[src/rtl/mem_bus_arbiter.sv]
// rtl/mem_bus_arbiter.sv - fetch/data arbiter for the single memory port.
// Optional MEM_ARB_RR_EN: round-robin between fetch and data instead of data-first priority.
module mem_bus_arbiter #(
  parameter int ADDR_W = 64,
  parameter int DATA_W = 64
) (
  input  logic                clk,
  input  logic                reset,
  input  logic                i_req,
  input  logic [ADDR_W-1:0]   i_addr,
  output logic                i_ok,
  output logic [31:0]         i_data,
  input  logic                d_req,
  input  logic [ADDR_W-1:0]   d_addr,
  input  logic [2:0]          d_size,
  input  logic                d_write,
  input  logic [DATA_W/8-1:0] d_strobe,
  input  logic [DATA_W-1:0]   d_wdata,
  output logic                d_ok,
  output logic [DATA_W-1:0]   d_rdata,
  output logic                m_valid,
  output logic [ADDR_W-1:0]   m_addr,
  output logic [2:0]          m_size,
  output logic                m_write,
  output logic [DATA_W/8-1:0] m_strobe,
  output logic [DATA_W-1:0]   m_wdata,
  input  logic                m_ok,
  input  logic [DATA_W-1:0]   m_rdata
);

  localparam logic [2:0] MSIZE4 = 3'd2;

  typedef enum logic [1:0] {
    IDLE   = 2'd0,
    BUSY_I = 2'd1,
    BUSY_D = 2'd2
  } state_t;

  state_t                state_q, state_d;
  logic                  drop_q, drop_d;
  logic [ADDR_W-1:0]     addr_q, addr_d;
  logic [2:0]            size_q, size_d;
  logic                  write_q, write_d;
  logic [DATA_W/8-1:0]   strobe_q, strobe_d;
  logic [DATA_W-1:0]     wdata_q, wdata_d;
  logic                  fetch_wins;
  logic                  active;

`ifdef MEM_ARB_RR_EN
  logic last_d_q, last_d_d;

  // With both requesting, whoever was not served last goes next.
  always_comb begin
    fetch_wins = last_d_q;
  end

  always_ff @(posedge clk) begin
    if (!reset) begin
      last_d_q <= 1'b0;
    end else begin
      last_d_q <= last_d_d;
    end
  end
`else
  always_comb begin
    fetch_wins = 1'b0;
  end
`endif

  always_comb begin
    state_d  = state_q;
    drop_d   = drop_q;
    addr_d   = addr_q;
    size_d   = size_q;
    write_d  = write_q;
    strobe_d = strobe_q;
    wdata_d  = wdata_q;
`ifdef MEM_ARB_RR_EN
    last_d_d = last_d_q;
`endif
    case (state_q)
      IDLE: begin
        if (d_req && !(i_req && fetch_wins)) begin
          state_d  = BUSY_D;
          addr_d   = d_addr;
          size_d   = d_size;
          write_d  = d_write;
          strobe_d = d_strobe;
          wdata_d  = d_wdata;
`ifdef MEM_ARB_RR_EN
          last_d_d = 1'b1;
`endif
        end else if (i_req) begin
          state_d  = BUSY_I;
          addr_d   = i_addr;
          size_d   = MSIZE4;
          write_d  = 1'b0;
          strobe_d = '0;
          wdata_d  = '0;
`ifdef MEM_ARB_RR_EN
          last_d_d = 1'b0;
`endif
        end
      end
      BUSY_I: begin
        // A flushed fetch still has to drain downstream; only its response is discarded.
        if (m_ok) begin
          state_d = IDLE;
          drop_d  = 1'b0;
        end else if (!i_req) begin
          drop_d = 1'b1;
        end
      end
      BUSY_D: begin
        if (m_ok) begin
          state_d = IDLE;
        end
      end
      default: begin
        state_d = IDLE;
        drop_d  = 1'b0;
      end
    endcase
  end

  always_ff @(posedge clk) begin
    if (!reset) begin
      state_q  <= IDLE;
      drop_q   <= 1'b0;
      addr_q   <= '0;
      size_q   <= '0;
      write_q  <= 1'b0;
      strobe_q <= '0;
      wdata_q  <= '0;
    end else begin
      state_q  <= state_d;
      drop_q   <= drop_d;
      addr_q   <= addr_d;
      size_q   <= size_d;
      write_q  <= write_d;
      strobe_q <= strobe_d;
      wdata_q  <= wdata_d;
    end
  end

  // Outputs are forced quiet while reset is low so an aborted access never completes.
  always_comb begin
    active   = reset && (state_q != IDLE);
    m_valid  = active;
    m_addr   = active ? addr_q   : '0;
    m_size   = active ? size_q   : '0;
    m_write  = active ? write_q  : 1'b0;
    m_strobe = active ? strobe_q : '0;
    m_wdata  = active ? wdata_q  : '0;
    i_ok     = reset && (state_q == BUSY_I) && m_ok && !drop_q && i_req;
    d_ok     = reset && (state_q == BUSY_D) && m_ok;
    d_rdata  = active ? m_rdata : '0;
    if (!active) begin
      i_data = 32'd0;
    end else if (addr_q[2]) begin
      i_data = m_rdata[63:32];
    end else begin
      i_data = m_rdata[31:0];
    end
  end

endmodule

[config.mk]
export PLATFORM = sky130hd
export DESIGN_NAME = mem_bus_arbiter
export DESIGN_NICKNAME = d
export VERILOG_FILES = /design/src/rtl/mem_bus_arbiter.sv
export SDC_FILE = /design/constraint.sdc
export NUM_CORES = 1
export LEC_CHECK = 0
export ABC_CLOCK_PERIOD_IN_PS = 4770
export CAP_MARGIN = 10
export CELL_PAD_IN_SITES_DETAIL_PLACEMENT = 0
export CELL_PAD_IN_SITES_GLOBAL_PLACEMENT = 2
export CORE_ASPECT_RATIO = 0.7
export CORE_MARGIN = 2
export CORE_UTILIZATION = 20
export CTS_BUF_LIST = sky130_fd_sc_hd__clkbuf_4 sky130_fd_sc_hd__clkbuf_8
export CTS_CLUSTER_DIAMETER = 50
export CTS_CLUSTER_SIZE = 14
export DETAILED_ROUTE_END_ITERATION = 16
export PLACE_DENSITY = 0.95
export RECOVER_POWER = 50
export SETUP_SLACK_MARGIN = 0.5
export SYNTH_ARGS = -nofsm -noshare
export SYNTH_HDL_FRONTEND = slang
export SYNTH_SLANG_ARGS = --single-unit
[constraint.sdc]
create_clock -name clk -period 4.77 [get_ports clk]
set_input_delay 0.954 -clock clk [delete_from_list [all_inputs] [get_ports clk]]
set_output_delay 0.954 -clock clk [all_outputs]
set_load 0.02 [all_outputs]
==> run_results.csv <==
group,metric,value,unit
sta,rsz0062_at_grt,"no",
detailed_routing,vias,6994,
floorplan,die_y,160,um
clocking,holdBufCountCts,0,
logic_synthesis,synth_edf_count,0,
sta,period_share,0.880,
run,maxCapViolations,1,
logic_synthesis,yosys_warnings,0,
clocking,insertion_delay,0.45,ns
min_path,min_from,"addr_q[50]",
setup_path,cp_max_fo,139,
sta,final_max_slew_viol_count,140,
logic_synthesis,postSynthAreaPerCell,9.81,um^2
sta,fin_skew,0.0136,ns
run_status,status,"finished, violations left",
setup_path,r2r_slack,1.00,ns
detailed_routing,via_per_inst,4.18,
global_route,antenna_found_initial,11,
floorplan,die_area,0.0364,mm^2
global_route,grt_max_degree,140,
detailed_routing,drt_wl_total,31500,um
detailed_routing,wire_per_inst,18.8,um
logic_synthesis,synth_compound_area_frac,0.182,
setup_path,setup.worst_path.end,"wdata_q[57]",
clocking,clock_sinks,143,
setup_path,cp.arrival,4.58,ns
sta,hold_viol_final,0,
power_and_ir_drop,p_leak,5.04,nW
setup_path,crit_start,"i_req",
sta,whs,0.459,ns
floorplan,die_w,227,um
min_path,hold_class,"reg -> reg",
floorplan,start_util,0.202,
detailed_routing,drt_iter0_markers,281,
logic_synthesis,syn_area,0.00698,mm^2
floorplan,placementRows,57,
placement,dpl.hpwl,24400,um
setup_path,cp-start-kind,"primary input",
global_route,grt-ovfl-total,0,
logic_synthesis,synthAdderAreaFrac,0.00538,
sta,worst_pin_slew,3.10,ns
clocking,clk_path_buf_depth,2,
min_path,whs_path_depth,1,
placement,gp_congestion,0.789,
power_and_ir_drop,worst_ir_drop_vdd,0.171,mV
placement,port-buffer-count,511,
detailed_routing,antenna_left,0,
logic_synthesis,synthMuxAreaShare,0.138,
setup_path,end_kind,"register",
sta,period_needed,4.20,ns
logic_synthesis,synthXorXnorAreaFrac,0,
clocking,clk_pin_slew,0.09,ns
clocking,cts_buffers,17,
clocking,post_cts_buffers,0,
setup_path,r2r_cells,6,
detailed_routing,firstDrtPassIters,4,
sta,final.setup.tns,0,ns
logic_synthesis,async_flop_share,0,
floorplan,ios,512,
logic_synthesis,ys_seq_elements,143,
run_status,violations,"max-capacitance violations, max-slew violations",
layout,final_nets,1460,
layout,synthToLayoutAreaGrowth,84.0,%
sta,final-setup-viol-count,0,
floorplan,coreArea,0.0345,mm^2
global_route,grt_pass1_vias,7351,
sta,setup_slack,0.573,ns
clocking,clockRootBuffer,"clkbuf_8",
detailed_routing,drc,0,
setup_path,r2r_start,"state_q[1]",
logic_synthesis,synth_ff_type,"dfxtp_1",
power_and_ir_drop,powerDensity,264,mW/mm^2
sta,slew_headroom,-1.07,
clocking,cts_tree,"built",
logic_synthesis,synth_cell_types,26,
placement,pre_cts_slack,0.619,ns
logic_synthesis,syn_nets,988,
global_route,grt.total_usage,0.167,
setup_path,critPathKind,"in -> reg",
layout,post_route_cells_drive_above_1_share,0.0435,
sta,achievable-frequency,238,MHz
setup_path,crit_required,5.15,ns
setup_path,timing.rr.end,"wdata_q[57]",
logic_synthesis,synth_top_family_by_area,"simple AND/OR/NAND/NOR gates",
logic_synthesis,syn_inst,712,
logic_synthesis,yosys.area_share.simple,0.212,
logic_synthesis,ys_seq_area_frac,0.410,
clocking,htree_levels,4,
global_route,grt_pass1_wl,45500,um
==> cells in the mapped netlist (3+ instances only) <==
master,instances,area [um^2]
a22o_1,75,657
and2_1,204,1280
buf_2,32,160
buf_4,11,82.6
clkbuf_1,12,45.0
clkbuf_2,13,65.1
dfxtp_1,143,2860
ha_1,3,37.5
inv_1,3,11.3
mux2i_1,96,961
nand2_1,3,11.3
nor2_1,36,135
nor2b_1,3,18.8
o2bb2ai_1,65,569
==> how the worst min path moves through the flow <==
stage and end:
2_1_floorplan addr_q[0], 3_3_place_gp addr_q[57], 3_5_place_dp addr_q[50], 4_1_cts addr_q[50], 5_1_grt addr_q[7], 6_report addr_q[50]
==> where the power goes <==
group / leakage [nW] / switching, mW / internal [mW]
registers: 1.18 / 0.0776 / 1.32
logic: 3.67 / 0.459 / 0.520
clock network: 0.195 / 0.534 / 0.488
total: 5.04 / 1.07 / 2.32
==> metal layers <==
layer / track usage / wire length [um] / vias to the layer above
met4: 0.0609 / 551 / 6
met5: 0 / 35 / -
met1: 0.194 / 12800 / 3237
met2: 0.292 / 15800 / 276
met3: 0.0468 / 2300 / 29
li1: - / - / 3446
==> final cells by class <==
class / count / area (um^2)
clock inverters: 13 / 151
repair buffers: 521 / 5200
diodes: 7 / 17.5
multi-input cells: 497 / 3760
clock buffers: 18 / 248
flip-flops and latches: 143 / 2860
fillers: 3538 / 21700
inverters: 4 / 20.0
well taps: 472 / 591
==> critical path, cell delays in order <==
cell and delay [ns]:
dlygate4sd3_1 0.61, o21a_1 0.27, nor2b_4 0.12, clkbuf_2 2.13
a22o_1 0.39
==> state kept, by name, indices dropped and copies added, names as in the netlist <==
name and cells:
addr_q 64, drop_q 1, size_q 3, state_q 2, strobe_q 8, wdata_q 64, write_q 1
==> cell usage in the layout, fill, tap and decap left out <==
cell and count:
o2bb2ai_1 65, clkinv_2 1, and2_0 2, buf_4 10
a22o_1 75, nand2_1 2, inv_8 1, and3_1 1
dlygate4sd3_1 43, o31ai_1 1, diode_2 7, nor3_1 1
a21oi_1 1, o211a_1 1, dfxtp_2 1, ha_1 3
clkbuf_2 2, mux2i_1 96, nor2b_1 3, bufinv_16 2
nor2b_4 1, nor2_1 36, buf_12 3, inv_6 6
clkinv_4 1, and3_2 1, inv_1 3, clkbuf_8 18
o21ai_0 1, nand4_1 1, clkdlybuf4s50_1 461, nand2_2 1
clkinvlp_4 3, and2_1 202, nand2b_1 1, o21a_1 1
clkbuf_1 2, o221a_2 1, dfxtp_1 142
==> cell families (layout without fill, tap and decap cells) <==
kind of cell / count (synthesis) / count (layout)
buffers and inverters: 72 / 556
DFF: 143 / 143
adders and majority gates: 3 / 3
and+or+nand+nor: 252 / 252
other: 0 / 7
AOI/OAI and AO/OA: 146 / 146
muxes: 96 / 96
==> through the flow <==
stage | instance area (um^2) | power, mW | cells | util
after detailed placement | 12500 | 2.42 | 1637 | 0.361
after floorplan | 6980 | 1.89 | 712 | -
after global routing | 12800 | 3.59 | 1673 | 0.372
after CTS | 12900 | 3.47 | 1668 | 0.372
after global placement | 12500 | 2.41 | 1637 | 0.361
final | 12800 | 3.40 | 1675 | 0.372
==> what timing repair did <==
action / 4_1_cts / 5_1_grt
hold endpoints to repair: 0 / 0
setup endpoints to repair: 0 / 11
resized for setup: 0 / 1
(Power assumes the default switching activity.)
